$ cat src/rtl/alu_seq_muldiv_pkg.sv
// Shared definitions for the sequential ALU: opcode encodings, FSM states and
// the decode that separates single-cycle opcodes from the iterative mul/div group.
package alu_seq_muldiv_pkg;

   localparam logic [4:0] OP_ADD   = 5'h00;
   localparam logic [4:0] OP_SUB   = 5'h01;
   localparam logic [4:0] OP_SLL   = 5'h02;
   localparam logic [4:0] OP_SRL   = 5'h03;
   localparam logic [4:0] OP_SLLV  = 5'h04;
   localparam logic [4:0] OP_SRLV  = 5'h05;
   localparam logic [4:0] OP_SRAV  = 5'h06;
   localparam logic [4:0] OP_AND   = 5'h07;
   localparam logic [4:0] OP_NAND  = 5'h08;
   localparam logic [4:0] OP_OR    = 5'h09;
   localparam logic [4:0] OP_NOR   = 5'h0A;
   localparam logic [4:0] OP_XOR   = 5'h0B;
   localparam logic [4:0] OP_XNOR  = 5'h0C;
   localparam logic [4:0] OP_SRA   = 5'h0D;
   localparam logic [4:0] OP_SLTU  = 5'h0E;
   localparam logic [4:0] OP_SLT   = 5'h0F;
   localparam logic [4:0] OP_MUL   = 5'h10;
   localparam logic [4:0] OP_MULHU = 5'h11;
   localparam logic [4:0] OP_DIVU  = 5'h12;
   localparam logic [4:0] OP_REMU  = 5'h13;

   typedef enum logic {
      S_IDLE,
      S_ITER
   } state_e;

   // Low two opcode bits of the iterative group: bit 1 selects divide, bit 0 the upper word.
   typedef enum logic [1:0] {
      IT_MUL   = 2'b00,
      IT_MULHU = 2'b01,
      IT_DIVU  = 2'b10,
      IT_REMU  = 2'b11
   } iter_op_e;

   function automatic logic is_iter(input logic [4:0] op);
      return op[4:2] == 3'b100;
   endfunction

endpackage

$ cat src/rtl/alu_seq_muldiv_if.sv
// Operand/result handshake bundle between operand fetch (master) and the ALU (slave).
interface alu_seq_muldiv_if #(
   parameter int DWL  = 32,
   parameter int SHW  = $clog2(DWL),
   parameter int SELW = 5
);
   logic            InValid;
   logic            InReady;
   logic [SELW-1:0] ALUSel;
   logic [DWL-1:0]  ALUIn1;
   logic [DWL-1:0]  ALUIn2;
   logic [SHW-1:0]  Shamt;
   logic            OutValid;
   logic            OutReady;
   logic [DWL-1:0]  ALUOut;
   logic            Zero;
   logic            Illegal;
   logic            DivZero;

   modport master (
      output InValid, ALUSel, ALUIn1, ALUIn2, Shamt, OutReady,
      input  InReady, OutValid, ALUOut, Zero, Illegal, DivZero
   );

   modport slave (
      input  InValid, ALUSel, ALUIn1, ALUIn2, Shamt, OutReady,
      output InReady, OutValid, ALUOut, Zero, Illegal, DivZero
   );
endinterface

$ cat src/rtl/alu_seq_muldiv_iter.sv
// Iterative unsigned multiplier (shift-add) and divider (restoring), one bit per cycle.
// done_o marks the final step; result_o is that step's outcome, valid only with done_o.
module alu_muldiv_iter
   import alu_seq_muldiv_pkg::*;
#(
   parameter int DWL = 32
) (
   input  logic           clk_i,
   input  logic           rst_i,
   input  logic           start_i,
   input  iter_op_e       op_i,
   input  logic [DWL-1:0] a_i,
   input  logic [DWL-1:0] b_i,
   output logic           done_o,
   output logic [DWL-1:0] result_o,
   output logic           div0_o
);
   localparam int CW = $clog2(DWL + 1);

   logic [CW-1:0]  cnt_q;
   iter_op_e       op_q;
   logic [DWL-1:0] opd_q;
   logic [DWL-1:0] hi_q, lo_q;
   logic           div0_q;
   logic [DWL-1:0] hi_d, lo_d;
   logic [DWL:0]   sum, r_sh;
   logic [DWL-1:0] diff;
   logic           ge;
   logic           busy;

   assign busy = (cnt_q != '0);

   // hi:lo is the running product for multiply and remainder:quotient for divide.
   always_comb begin
      // NOTE: every combinational output gets a default first so no path can infer a latch.
      sum  = {1'b0, hi_q} + (lo_q[0] ? {1'b0, opd_q} : '0);
      r_sh = {hi_q, lo_q[DWL-1]};
      ge   = (r_sh >= {1'b0, opd_q});
      diff = r_sh[DWL-1:0] - opd_q;
      hi_d = sum[DWL:1];
      lo_d = {sum[0], lo_q[DWL-1:1]};
      if (op_q[1]) begin
         hi_d = ge ? diff : r_sh[DWL-1:0];
         lo_d = {lo_q[DWL-2:0], ge};
      end
   end

   assign done_o   = (cnt_q == CW'(1));
   assign result_o = op_q[0] ? hi_d : lo_d;
   assign div0_o   = div0_q;

   always_ff @(posedge clk_i) begin
      // NOTE: state updates use non-blocking assignments so every register sees pre-edge values.
      if (rst_i) begin
         cnt_q <= '0;
      end else if (start_i) begin
         cnt_q <= CW'(DWL);
      end else if (busy) begin
         cnt_q <= cnt_q - CW'(1);
      end
   end

   // NOTE: datapath registers carry no reset; they are only observed while the counter runs.
   always_ff @(posedge clk_i) begin
      if (start_i) begin
         op_q   <= op_i;
         opd_q  <= op_i[1] ? b_i : a_i;
         lo_q   <= op_i[1] ? a_i : b_i;
         hi_q   <= '0;
         div0_q <= op_i[1] && (b_i == '0);
      end else if (busy) begin
         hi_q <= hi_d;
         lo_q <= lo_d;
      end
   end

endmodule

$ cat src/rtl/alu_seq_muldiv.sv
// Registered ALU with valid/ready handshakes: single-cycle ops complete in one cycle,
// unsigned mul/div run DWL steps in alu_muldiv_iter while the input side is stalled.
module alu_seq_muldiv
   import alu_seq_muldiv_pkg::*;
#(
   parameter int DWL  = 32,
   parameter int SHW  = $clog2(DWL),
   parameter int SELW = 5
) (
   input  logic             CLK,
   input  logic             RST,
   alu_seq_muldiv_if.slave  bus
);
   state_e         state_q;
   logic           out_valid_q, zero_q, ill_q, div0_q;
   logic [DWL-1:0] alu_out_q;

   logic [4:0]     op;
   logic           sel_hi_nz;
   logic [SHW-1:0] vsh;
   logic [DWL-1:0] a, b;
   logic [DWL-1:0] alu_res;
   logic           alu_ill;
   logic           in_ready, in_fire, out_fire, iter_op, load_one;
   logic           it_done, it_div0;
   logic [DWL-1:0] it_result;
   logic           load_d, ill_d, div0_d;
   logic [DWL-1:0] res_d;

   assign op        = bus.ALUSel[4:0];
   assign sel_hi_nz = |(bus.ALUSel >> 5);
   assign a         = bus.ALUIn1;
   assign b         = bus.ALUIn2;
   assign vsh       = a[SHW-1:0];

   // Shifts act on operand B; variable shifts take the amount from the low bits of A.
   always_comb begin
      alu_res = '0;
      alu_ill = 1'b0;
      case (op)
         OP_ADD:   alu_res = a + b;
         OP_SUB:   alu_res = a - b;
         OP_SLL:   alu_res = b << bus.Shamt;
         OP_SRL:   alu_res = b >> bus.Shamt;
         OP_SLLV:  alu_res = b << vsh;
         OP_SRLV:  alu_res = b >> vsh;
         OP_SRAV:  alu_res = $unsigned($signed(b) >>> vsh);
         OP_AND:   alu_res = a & b;
         OP_NAND:  alu_res = ~(a & b);
         OP_OR:    alu_res = a | b;
         OP_NOR:   alu_res = ~(a | b);
         OP_XOR:   alu_res = a ^ b;
         OP_XNOR:  alu_res = ~(a ^ b);
         OP_SRA:   alu_res = $unsigned($signed(b) >>> bus.Shamt);
         OP_SLTU:  alu_res = DWL'(a < b);
         OP_SLT:   alu_res = DWL'($signed(a) < $signed(b));
         OP_MUL, OP_MULHU, OP_DIVU, OP_REMU: alu_res = '0;
         default:  alu_ill = 1'b1;
      endcase
      if (sel_hi_nz) begin
         alu_res = '0;
         alu_ill = 1'b1;
      end
   end

   assign in_ready = (state_q == S_IDLE) && (!out_valid_q || bus.OutReady);
   assign in_fire  = bus.InValid && in_ready;
   assign out_fire = out_valid_q && bus.OutReady;
   assign iter_op  = is_iter(op) && !sel_hi_nz;
   assign load_one = in_fire && !iter_op;

   alu_muldiv_iter #(.DWL(DWL)) u_iter (
      .clk_i    (CLK),
      .rst_i    (RST),
      .start_i  (in_fire && iter_op),
      .op_i     (iter_op_e'(op[1:0])),
      .a_i      (a),
      .b_i      (b),
      .done_o   (it_done),
      .result_o (it_result),
      .div0_o   (it_div0)
   );

   assign load_d = load_one || it_done;
   assign res_d  = it_done ? it_result : alu_res;
   assign ill_d  = it_done ? 1'b0 : alu_ill;
   assign div0_d = it_done ? it_div0 : 1'b0;

   always_ff @(posedge CLK) begin
      if (RST) begin
         state_q     <= S_IDLE;
         out_valid_q <= 1'b0;
         alu_out_q   <= '0;
         zero_q      <= 1'b0;
         ill_q       <= 1'b0;
         div0_q      <= 1'b0;
      end else begin
         case (state_q)
            S_IDLE:  if (in_fire && iter_op) state_q <= S_ITER;
            S_ITER:  if (it_done) state_q <= S_IDLE;
            default: state_q <= S_IDLE;
         endcase
         // A new result wins over the clear, giving one result per cycle when streaming.
         if (load_d) begin
            out_valid_q <= 1'b1;
            alu_out_q   <= res_d;
            zero_q      <= (res_d == '0);
            ill_q       <= ill_d;
            div0_q      <= div0_d;
         end else if (out_fire) begin
            out_valid_q <= 1'b0;
         end
      end
   end

   assign bus.InReady  = in_ready;
   assign bus.OutValid = out_valid_q;
   assign bus.ALUOut   = alu_out_q;
   assign bus.Zero     = zero_q;
   assign bus.Illegal  = ill_q;
   assign bus.DivZero  = div0_q;

endmodule
$ cat src/flat_wrapper.sv
// flat-port wrapper written by rule: the top's interface ports become plain ports
module alu_seq_muldiv_flat import alu_seq_muldiv_pkg::*;
#(
   parameter int DWL  = 32,
   parameter int SHW  = $clog2(DWL),
   parameter int SELW = 5
)
  (CLK, RST, bus_InValid, bus_ALUSel, bus_ALUIn1, bus_ALUIn2, bus_Shamt, bus_OutReady, bus_InReady, bus_OutValid, bus_ALUOut, bus_Zero, bus_Illegal, bus_DivZero);
  alu_seq_muldiv_if #(.DWL(DWL), .SHW(SHW), .SELW(SELW)) bus_i ();
  input  logic CLK;
  input  logic RST;
  input wire logic [$bits(bus_i.InValid)-1:0] bus_InValid;
  input wire logic [$bits(bus_i.ALUSel)-1:0] bus_ALUSel;
  input wire logic [$bits(bus_i.ALUIn1)-1:0] bus_ALUIn1;
  input wire logic [$bits(bus_i.ALUIn2)-1:0] bus_ALUIn2;
  input wire logic [$bits(bus_i.Shamt)-1:0] bus_Shamt;
  input wire logic [$bits(bus_i.OutReady)-1:0] bus_OutReady;
  output wire logic [$bits(bus_i.InReady)-1:0] bus_InReady;
  output wire logic [$bits(bus_i.OutValid)-1:0] bus_OutValid;
  output wire logic [$bits(bus_i.ALUOut)-1:0] bus_ALUOut;
  output wire logic [$bits(bus_i.Zero)-1:0] bus_Zero;
  output wire logic [$bits(bus_i.Illegal)-1:0] bus_Illegal;
  output wire logic [$bits(bus_i.DivZero)-1:0] bus_DivZero;
  assign bus_i.InValid = bus_InValid;
  assign bus_i.ALUSel = bus_ALUSel;
  assign bus_i.ALUIn1 = bus_ALUIn1;
  assign bus_i.ALUIn2 = bus_ALUIn2;
  assign bus_i.Shamt = bus_Shamt;
  assign bus_i.OutReady = bus_OutReady;
  assign bus_InReady = bus_i.InReady;
  assign bus_OutValid = bus_i.OutValid;
  assign bus_ALUOut = bus_i.ALUOut;
  assign bus_Zero = bus_i.Zero;
  assign bus_Illegal = bus_i.Illegal;
  assign bus_DivZero = bus_i.DivZero;
  alu_seq_muldiv #(.DWL(DWL), .SHW(SHW), .SELW(SELW)) u_core (.CLK(CLK), .RST(RST), .bus(bus_i));
endmodule
$ cat config.mk
export PLATFORM = sky130hd
export DESIGN_NAME = alu_seq_muldiv_flat
export DESIGN_NICKNAME = d
export VERILOG_FILES = /design/src/rtl/alu_seq_muldiv_pkg.sv /design/src/rtl/alu_seq_muldiv_if.sv /design/src/rtl/alu_seq_muldiv_iter.sv /design/src/rtl/alu_seq_muldiv.sv /design/src/flat_wrapper.sv
export SDC_FILE = /design/constraint.sdc
export NUM_CORES = 1
export LEC_CHECK = 0
export ABC_AREA = 1
export BUFFER_PORTS_ARGS = -buffer_cell sky130_fd_sc_hd__buf_2
export CELL_PAD_IN_SITES_DETAIL_PLACEMENT = 1
export CELL_PAD_IN_SITES_GLOBAL_PLACEMENT = 2
export CORE_MARGIN = 5
export CORE_UTILIZATION = 34
export CTS_CLUSTER_DIAMETER = 40
export DETAILED_ROUTE_END_ITERATION = 12
export PLACE_DENSITY = 0.88
export SYNTH_ARGS = -nofsm -noshare
export SYNTH_HDL_FRONTEND = slang
export SYNTH_SLANG_ARGS = --single-unit
$ cat constraint.sdc
create_clock -name CLK -period 4.2 [get_ports CLK]
set_clock_uncertainty 0.2 [all_clocks]
set_input_delay 0.42 -clock CLK [delete_from_list [all_inputs] [get_ports CLK]]
set_output_delay 0.42 -clock CLK [all_outputs]
set_load 0.05 [all_outputs]
# Yosys cells after proc, flatten, opt, wreduce, memory -nomap -nowiden
# Cells that the tools add are included.
# op_classes
n_addsub,5
magnitude_cmp,3
eq_ne,21
n_shift,6
n_mux,21
bitwise_logic,7
reduce_logical,18
# op_table
op,n
$pmux 32 s16,1
$mux 32,10
$not 32->32,3
$logic_not 32->1,2
$lt 32x32->1,2
$shl 32x5->32,2
$shr 32x5->32,2
$sshr 32x5->32,2
$sub 32x32->32,2
$eq 5x4->1 const B,8
$add 32x32->33,1
$ge 33x32->1,1
$add 32x32->32,1
$and 32x32->32,1
$or 32x32->32,1
$xor 32x32->32,1
$eq 5x3->1 const B,4
$eq 5x5->1 const B,4
$reduce_or 20->1,1
$mux 6,2
$eq 5x2->1 const B,2
$mux 1,7
$eq 6x1->1 const B,1
$logic_and 1x1->1,6
11 further kinds,14
# word_totals
reg_bits,142
in_bits,78
out_inout_bits,37

# Depth between registers and ports, before layout
# Gate-level depths: netlist (run 1).
# depth
word_depth,7
ltp_mapped,26

# Hierarchy
# Synthesis (run 1) repeated with hierarchy kept, for this count alone.
# hier_totals
cells_unflattened,4632
hier_area_um2,25212.9
# modules_own_cells
mod,instances,cells_per_inst,area_each_um2,seq_area_each_um2
alu_seq_muldiv,1,2815,14087.3,740.7
alu_muldiv_iter,1,1817,11125.7,2772.7

# Worst setup path before layout (run 1)
# OpenSTA, ideal clock, no wires.
# synth_path
path_type,register to register
startpoint,"register u_core.out_valid_q, in the netlist u_core.bus.OutValid"
endpoint,register u_core.u_iter.lo_q[6] (data pin)
arrival_time_ns,3.243
required_ns,3.673
path_slack_ns,0.429
stages_incl_launch_ff,9
path_buffers,2
period_less_slack_ns,3.771
cell_sequence,dfxtp_1 > nand2_1 > inv_1 > nor2_1 > nand2_1 > nor2_1 > clkbuf_1 > clkbuf_1 > a31oi_1
# synth_via
elab_chain_cells,6
# synth_lines
item,line_no,text
start: declaration,alu_seq_muldiv.sv:15,"logic out_valid_q, zero_q, ill_q, div0_q;"
start signal: assignment,alu_seq_muldiv.sv:92,out_valid_q <= 1'b0;
start signal: assignment,alu_seq_muldiv.sv:105,out_valid_q <= 1'b1;
start signal: assignment,alu_seq_muldiv.sv:111,out_valid_q <= 1'b0;
$logic_not 1->1,alu_seq_muldiv.sv:66,assign in_ready = (state_q == S_IDLE) && (!out_valid_q || bus.OutReady);
$logic_or 1x1->1,alu_seq_muldiv.sv:66,
$logic_and 1x1->1,alu_seq_muldiv.sv:66,
named net bus_InReady,flat_wrapper.sv:18,output wire logic [$bits(bus_i.InReady)-1:0] bus_InReady;
$logic_and 1x1->1,alu_seq_muldiv.sv:67,assign in_fire = bus.InValid && in_ready;
$logic_and 1x1->1,alu_seq_muldiv.sv:75,".start_i (in_fire && iter_op),"
named net u_core.u_iter.start_i,alu_seq_muldiv_iter.sv:10,"input logic start_i,"
$mux 32,alu_seq_muldiv_iter.sv:65,if (start_i) begin
end signal: assignment,alu_seq_muldiv_iter.sv:68,lo_q <= op_i[1] ? a_i : b_i;
end signal: assignment,alu_seq_muldiv_iter.sv:73,lo_q <= lo_d;
end: declaration,alu_seq_muldiv_iter.sv:23,"logic [DWL-1:0] hi_q, lo_q;"
# The timed path passes the listed nets, and every way through them passes these cells.
# A chain may end at the register's enable or synchronous reset.

# Final worst setup path (run 1)
# layout_path
startpoint,register u_core.u_iter.lo_q[0]
endpoint,"register u_core.zero_q, in the netlist u_core.bus.Zero"
# layout_via
elab_chain_cells,6
elab_cells_between_ends,7
cone_classes,1 x add/sub; 5 x mux; 1 x reduce/logical
# layout_lines
item,line_no,text
$mux 32,alu_seq_muldiv_iter.sv:36,"sum = {1'b0, hi_q} + (lo_q[0] ? {1'b0, opd_q} : '0);"
$add 32x32->33,alu_seq_muldiv_iter.sv:36,
$mux 32,alu_seq_muldiv_iter.sv:42,if (op_q[1]) begin
$mux 32 *,alu_seq_muldiv_iter.sv:49,assign result_o = op_q[0] ? hi_d : lo_d;
$mux 32 *,alu_seq_muldiv.sv:85,assign res_d = it_done ? it_result : alu_res;
$logic_not 32->1 *,alu_seq_muldiv.sv:107,zero_q <= (res_d == '0);
end signal: assignment,alu_seq_muldiv.sv:107,
end: declaration,alu_seq_muldiv.sv:15,
# Mark *: on every way between the ends. The rest lies on a longest branch, timed or not.

==> reports/metrics.csv, run 1 <==
metric,value,unit
status,finished clean,
routedWlPerCell,28.2,µm
syn_inst,4284,
track_usage,39.6,%
holdBufCountCts,0,
groute.layer.met2.usage,64.5,%
final_antenna_net_count,0,
synth-seq-cells,142,
core,0.0700,mm²
r2r_setup_slack,0.20,ns
worst_r2r_path_depth,19,
grt_pass1_vias,33000,
fp.dieW,276,µm
nFillCells,9776,
max_slew_margin,23.2,%
die_y,276,µm
start_util,34.3,%
crit_start,u_core.u_iter.lo_q[0]$_DFFE_PP_,
yosys.area.top_type,nand2_1,
fin_area,0.0284,mm²
cts_buffer_depth,2,
cp_slowest_stage_delay,0.47,ns
ys.flop_type,dfxtp_1,
fin_nets,4807,
gr-usage-met1,47.6,%
clock_latency,0.46,ns
dp_hpwl,128000,µm
setup_viol,0,
synth_fp_nets,4538,
cts_root_buffer,clkbuf_16,
antenna_found_initial,5,
cpMaxStageDelayCell,o21ai_0,
cts_tree,done,
critPathTopFamily,simple AND/OR/NAND/NOR gates,
critPathLaunchType,register,
critical_path_required,4.39,ns
cp_common_cell,nand2_1,
synth_top_area_share,19.1,%
slew_violations,0,
cp.depth,19,
pin_count,115,
endpoint_kind,register,
htreeDepth,4,
drt_first_pass_iters,7,
vias,32800,
post-place-ws,-0.281,ns
period_needed,4.00,ns
worst_slack,0.195,ns
power_density,494,mW/mm²
cp_cell_sequence,buf_6 -> nand2_1 -> inv_1 -> ha_1 -> nand2_1 -> o21ai_0 -> a21oi_1 -> nand2_1 -> a21oi_1 -> o21ai_2 -> nand4_1 -> nand2_1 -> a21boi_2 -> nand2_1 -> nor2_1 -> nand2_1 -> nor2_1 -> nand3_1 -> a21oi_1,
area_growth,18.1,%
hold_class,in -> reg,
synth.most_common_cell,nand2_1,
finalCritPeriodShare,95.3,%
total_power,14.0,mW
layout-drive-gt1-share,12.8,%
leakagePower,14.3,nW
drcViolationCount,0,
cts_num_sinks,142,
finalWeightedCongestion,1.12,
syn_avg_cell_area,5.61,µm²
totalWireLength,155000,µm
vias_per_cell,5.95,
overflow,0,
holdWs,0.0848,ns
hold_viol_final,0,
rows,97,
cts_buffers,17,
arrival,4.19,ns
die_area,0.0761,mm²
critPathKind,reg -> reg,
drt_iter0_drc,2936,
synthArstFlopShare,0,%
worst-path-max-fanout,25,
synth.top_cells.by_count,"1,225 x nand2_1, 773 x nand3_1, 426 x inv_1",
yosys-top-cells-area,"nand2_1 19%, nand3_1 16%, ha_1 9.0%, edfxtp_1 8.4%, inv_1 6.7%",
grt_pass1_wl,222000,µm
dpl-instance-area,0.0277,mm²
tightestPinTransition,1.15,ns
max_cap_violations,0,
grt_use_met3,6.71,%
yosysUniqueCellTypes,59,
grt_max_degree,102,
crit_end,u_core.bus.Zero$_SDFFE_PP0P_,
max_freq,0.250,GHz
grt.busiest_layer,met2,
synth_seq_area_share,14.6,%
synth_edf_count,67,
ir_drop,0.000311,V
reg2reg_from,u_core.u_iter.lo_q[0]$_DFFE_PP_,
cp_num_buf_inv,2,
r2r_end,u_core.bus.Zero$_SDFFE_PP0P_,
portBuffers,114,
syn-cell-area,0.0240,mm²
path_clk_slew,0.07,ns
yosysWarnings,0,
power by group:
| part | switching [mW] | internal [mW] |
|---|---|---|
| Clock | 0.715 | 0.883 |
| Sequential | 0.411 | 2.05 |
| Combinational | 6.82 | 3.13 |
cell usage in the layout, fill, tap and decap left out, drive strengths merged, types with 7 or more instances in the layout:
cell type  synthesis  routed
a211oi            12      12
a21boi            10      10
a21o              12      12
a21oi            244     244
a31oi             15      15
a41oi              9       9
buf               73     471
clkbuf           148      17
clkinv             4       7
dfxtp             75      75
edfxtp            67      67
ha               172     172
inv              435     441
mux2i             26      26
nand2           1236    1236
nand3            776     776
nand3b            13      13
nand4             79      79
nor2             339     339
nor3              48      48
nor4              13      13
o2111ai            7       7
o211ai            67      67
o21a               9       9
o21ai            300     300
o21bai            25      25
o22ai             25      25
or2               11      11
xnor2              7       7
xor2               8       8
sequential cells by signal (all words and copies together) (netlist names):
| name | flops |
|---|---|
| u_core.u_iter.op_q | 2 |
| u_core.bus.ALUOut | 32 |
| u_core.u_iter.lo_q | 32 |
| u_core.u_iter.div0_o | 1 |
| u_core.u_iter.cnt_q | 6 |
| u_core.bus.OutValid | 1 |
| u_core.state_q | 1 |
| u_core.bus.DivZero | 1 |
| u_core.bus.Illegal | 1 |
| u_core.u_iter.opd_q | 32 |
| u_core.bus.Zero | 1 |
| u_core.u_iter.hi_q | 32 |
metal layers:
| layer | vias up | routed length, µm | share of wire [%] |
|---|---|---|---|
| met2 | 1389 | 69500 | 45 |
| met1 | 16000 | 61300 | 40 |
| met4 | 4 | 13200 | 8.5 |
| met3 | 437 | 11100 | 7.2 |
| met5 | - | 31 | 0.020 |
| li1 | 15000 | - | - |
stage by stage:
stage               std cells  util [%]  setup TNS [ns]
global route             5506      40.5        -0.00372
detailed placement       5472      39.5          -0.461
global placement         5471      39.5          -0.645
CTS                      5504      40.3               0
finish                   5508      40.5               0
floorplan                4284         -               0
worst reg2reg max path: stages, from the launching register on:
cell      delay, ns
edfxtp_1       0.43
buf_6          0.22
nand2_1        0.10
inv_1          0.05
ha_1           0.35
nand2_1        0.14
o21ai_0        0.47
a21oi_1        0.08
nand2_1        0.25
a21oi_1        0.13
o21ai_2        0.12
nand4_1        0.19
nand2_1        0.28
a21boi_2       0.30
nand2_1        0.11
nor2_1         0.17
nand2_1        0.07
nor2_1         0.09
nand3_1        0.08
a21oi_1        0.13
repair_timing:
| action | CTS | global route |
|---|---|---|
| resized for setup | 4 | 27 |
| gates cloned | 0 | 0 |
| buffers inserted | 0 | 2 |
| setup endpoints to repair | 4 | 5 |
| pin swaps | 0 | 4 |
kinds of logic (layout without fill, tap and decap cells):
logic type,Yosys count,in the layout,share of synthesized area (%)
simple gates,2520,2520,45.6
compound gates,744,744,18.0
buf+inv,660,942,10.9
fa+ha+maj,176,176,9.29
flops,142,142,14.6
mux,27,27,1.13
xor+xnor,15,15,0.547
other cells,0,2,0
area by class of cell:
class	instances	area (µm²)	area share [%]
multi-input cells	3482	18000	63.5
repair buffers	471	3430	12.1
well taps	940	1180	4.15
inverters	439	1650	5.81
clock buffers	17	425	1.50
clock inverters	15	159	0.560
flip-flops and latches	142	3510	12.4
diodes	2	5.00	0.0176
worst min path at each step:
stage	from	cells after the start	endpoint	slack [ns]
global placement	u_core.state_q$_SDFF_PP0_	2	u_core.state_q$_SDFF_PP0_	0.27
floorplan	u_core.state_q$_SDFF_PP0_	2	u_core.state_q$_SDFF_PP0_	0.24
global route	RST	2	u_core.bus.DivZero$_SDFFE_PP0P_	0.07
CTS	RST	2	u_core.bus.DivZero$_SDFFE_PP0P_	0.06
detailed placement	u_core.u_iter.cnt_q[0]$_SDFFE_PP0P_	2	u_core.u_iter.cnt_q[0]$_SDFFE_PP0P_	0.28
finish	RST	2	u_core.bus.DivZero$_SDFFE_PP0P_	0.08
(Power assumes the default switching activity.)
==> run 2, diff against run 1 <==
- GPL_TIMING_DRIVEN: unset -> 0
==> run 2 against run 1 <==
Worst setup slack got worse by 0.23 ns; count of clock-buffer cells in the layout unchanged; critical path depth increased by 6; clock power decreased by 4%; combinational power decreased by 5.8%; total power decreased by 3.7%; flip-flop and latch count unchanged; cell count decreased by 2.7%; largest power group unchanged; first-iteration DRC count increased by 19%; the flow now finishes with violations (negative setup slack); via count increased by 0.71%.
==> reports/metrics.csv, run 2 (same netlist as run 1, synthesis figures left out) <==
metric,value,unit,change
status,"complete, but fails checks",,was finished clean
violations,negative setup slack,,
clock_latency,0.45,ns,was 0.46 ns
drcViolationCount,0,,unchanged
cts_buffer_depth,2,,unchanged
area_growth,12.0,%,was 18.1%
overflow,0,,unchanged
final_cell_mix,"1,214 x nand2_1, 769 x nand3_1, 410 x inv_1, 310 x nor2_1, 250 x o21ai_0",,"was 1,223 x nand2_1, 772 x nand3_1, 425 x inv_1, 342 x buf_4, 323 x nor2_1"
core,0.0700,mm²,unchanged
hold_viol_final,0,,unchanged
nFillCells,9770,,"was 9,776"
layout_commonest_cell,nand2_1,,unchanged
holdWs,0.0847,ns,was 0.0848 ns
cts_root_buffer,clkbuf_16,,unchanged
cts_num_sinks,142,,unchanged
critical_path_required,4.37,ns,was 4.39 ns
final_antenna_net_count,0,,unchanged
die_y,276,µm,unchanged
swShare,59.7,%,was 56.7%
multiInputGateArea,0.0182,mm²,was 0.0180 mm²
rows,97,,unchanged
setup_viol,1,,was 0
critPathKind,in -> reg,,was reg -> reg
dp_hpwl,128000,µm,about the same
totalWireLength,157000,µm,"was 155,000 µm"
p_int,5.44,mW,was 6.07 mW
slew_violations,0,,unchanged
cts_buffers,17,,unchanged
grt_pass1_wl,221000,µm,"was 222,000 µm"
worst-path-max-fanout,6,,was 25
arrival,4.41,ns,was 4.19 ns
finalCritPeriodShare,101,%,was 95.3%
vias_per_cell,6.16,,was 5.95
final_cells,5357,,"was 5,508"
vias,33000,,"was 32,800"
grt_max_degree,37,,was 102
finalWeightedCongestion,1.09,,was 1.12
layout-drive-gt1-share,9.40,%,was 12.8%
worst_slack,-0.0348,ns,was 0.195 ns
power_density,501,mW/mm²,was 494 mW/mm²
regArea,0.00351,mm²,unchanged
leakagePower,13.1,nW,was 14.3 nW
netSwitchingPower,8.05,mW,was 7.94 mW
tightestPinTransition,1.08,ns,was 1.15 ns
drt_iter0_drc,3485,,"was 2,936"
hold_class,in -> reg,,unchanged
pin_count,115,,unchanged
p_seq_share,19.2,%,was 17.6%
fp.dieW,276,µm,unchanged
cts_tree,done,,unchanged
routedWlPerCell,29.4,µm,was 28.2 µm
start_util,34.3,%,unchanged
fin_nets,4655,,"was 4,807"
portBuffers,113,,was 114
path_clk_slew,0.07,ns,about the same
clockPowerShare,11.3,%,was 11.4%
htreeDepth,4,,unchanged
period_needed,4.23,ns,was 4.00 ns
antenna_found_initial,5,,unchanged
ir_drop,0.000432,V,was 0.000311 V
max_cap_violations,0,,unchanged
critPathLaunchType,primary input,,was register
grt_pass1_vias,32300,,"was 33,000"
max_slew_margin,27.2,%,was 23.2%
dp_cells,5338,,"was 5,472"
die_area,0.0761,mm²,unchanged
track_usage,39.7,%,was 39.6%
endpoint_kind,register,,unchanged
max_freq,0.236,GHz,was 0.250 GHz
p_comb_share,69.5,%,was 71.0%
drt_first_pass_iters,6,,was 7
## run 2: cell count changes in the layout (fill, tap and decap cells not counted), moves of 15 or more
| cell | delta |
|---|---|
| buf_4 | -292 |
| clkbuf_1 | +87 |
| buf_2 | +24 |
| o21ai_0 | -20 |
| clkbuf_2 | +15 |
| inv_1 | -15 |
## run 2: worst max-delay path, stage by stage
cell and delay [ns]:
clkbuf_4 0.24, clkinvlp_4 0.16, ha_1 0.23, fa_1 0.41
inv_1 0.16, nand2_1 0.16, o21ai_4 0.26, nand2_1 0.09
nand2_1 0.19, nand2_1 0.13, nand2_1 0.08, nand2_1 0.05
nand3_1 0.10, nand2_1 0.08, nor2_2 0.33, nand2_1 0.09
nor2_1 0.11, nand2_1 0.17, a21boi_2 0.31, nand2_1 0.09
nor2_1 0.12, nand2_1 0.06, nor2_1 0.10, nand3_1 0.10
a21oi_1 0.14
## run 2: cell type report
class,instances,area share (%)
multi-input cells,3482,67.8
flip-flops and latches,142,13.1
inverters,439,6.28
well taps,940,4.37
repair buffers,141,3.18
plain buffers,178,3.16
clock buffers,17,1.58
clock inverters,15,0.544
diodes,3,0.0279
## run 2: through the flow
step                      utilization (%)  TNS [ns]  cell area [µm²]  setup WS, ns  total power [mW]
after floorplan                         -         0            24000         0.429              7.99
final                                38.4   -0.0348            26900       -0.0348              13.5
after global routing                 38.4   -0.0399            26900       -0.0399              14.2
after detailed placement             36.8    -41.82            25800         -2.03              11.3
after global placement               36.8    -60.82            25800         -1.94              11.2
after CTS                            37.8         0            26500       0.00789              13.0
## run 2: power groups by stage
stage	Clock (mW)	Combinational, mW	Sequential (mW)
after floorplan	0	5.34	2.65
after global placement	0	8.64	2.57
after detailed placement	0	8.76	2.57
after CTS	1.53	8.89	2.56
after global routing	1.58	10.0	2.61
final	1.53	9.37	2.59
## run 2: worst paths after layout
kind / from / to / slack (ns) / cells after the start
max: bus_ALUIn1[0] / u_core.bus.Zero$_SDFFE_PP0P_ / -0.03 / 25
min: RST / u_core.state_q$_SDFF_PP0_ / 0.08 / 2
max reg2reg: u_core.u_iter.opd_q[24]$_DFFE_PP_ / u_core.bus.Zero$_SDFFE_PP0P_ / 0.05 / 20
min reg2reg: u_core.u_iter.cnt_q[0]$_SDFFE_PP0P_ / u_core.u_iter.cnt_q[0]$_SDFFE_PP0P_ / 0.29 / 2
## run 2: per-layer routing
metal | vias up | part of all wire, % | track usage (%)
met1 | 15900 | 38 | 47.1
met4 | 6 | 11 | 32.3
met2 | 1752 | 43 | 62.6
met3 | 632 | 8.6 | 7.48
met5 | - | 0.031 | 0
li1 | 14700 | - | -
## run 2: repair_timing
action	CTS	global route
gates resized for setup	84	119
endpoints found under the hold margin	1	0
setup endpoints to repair	31	12
pin swaps	3	11
hold buffers	1	0
setup buffers	9	17
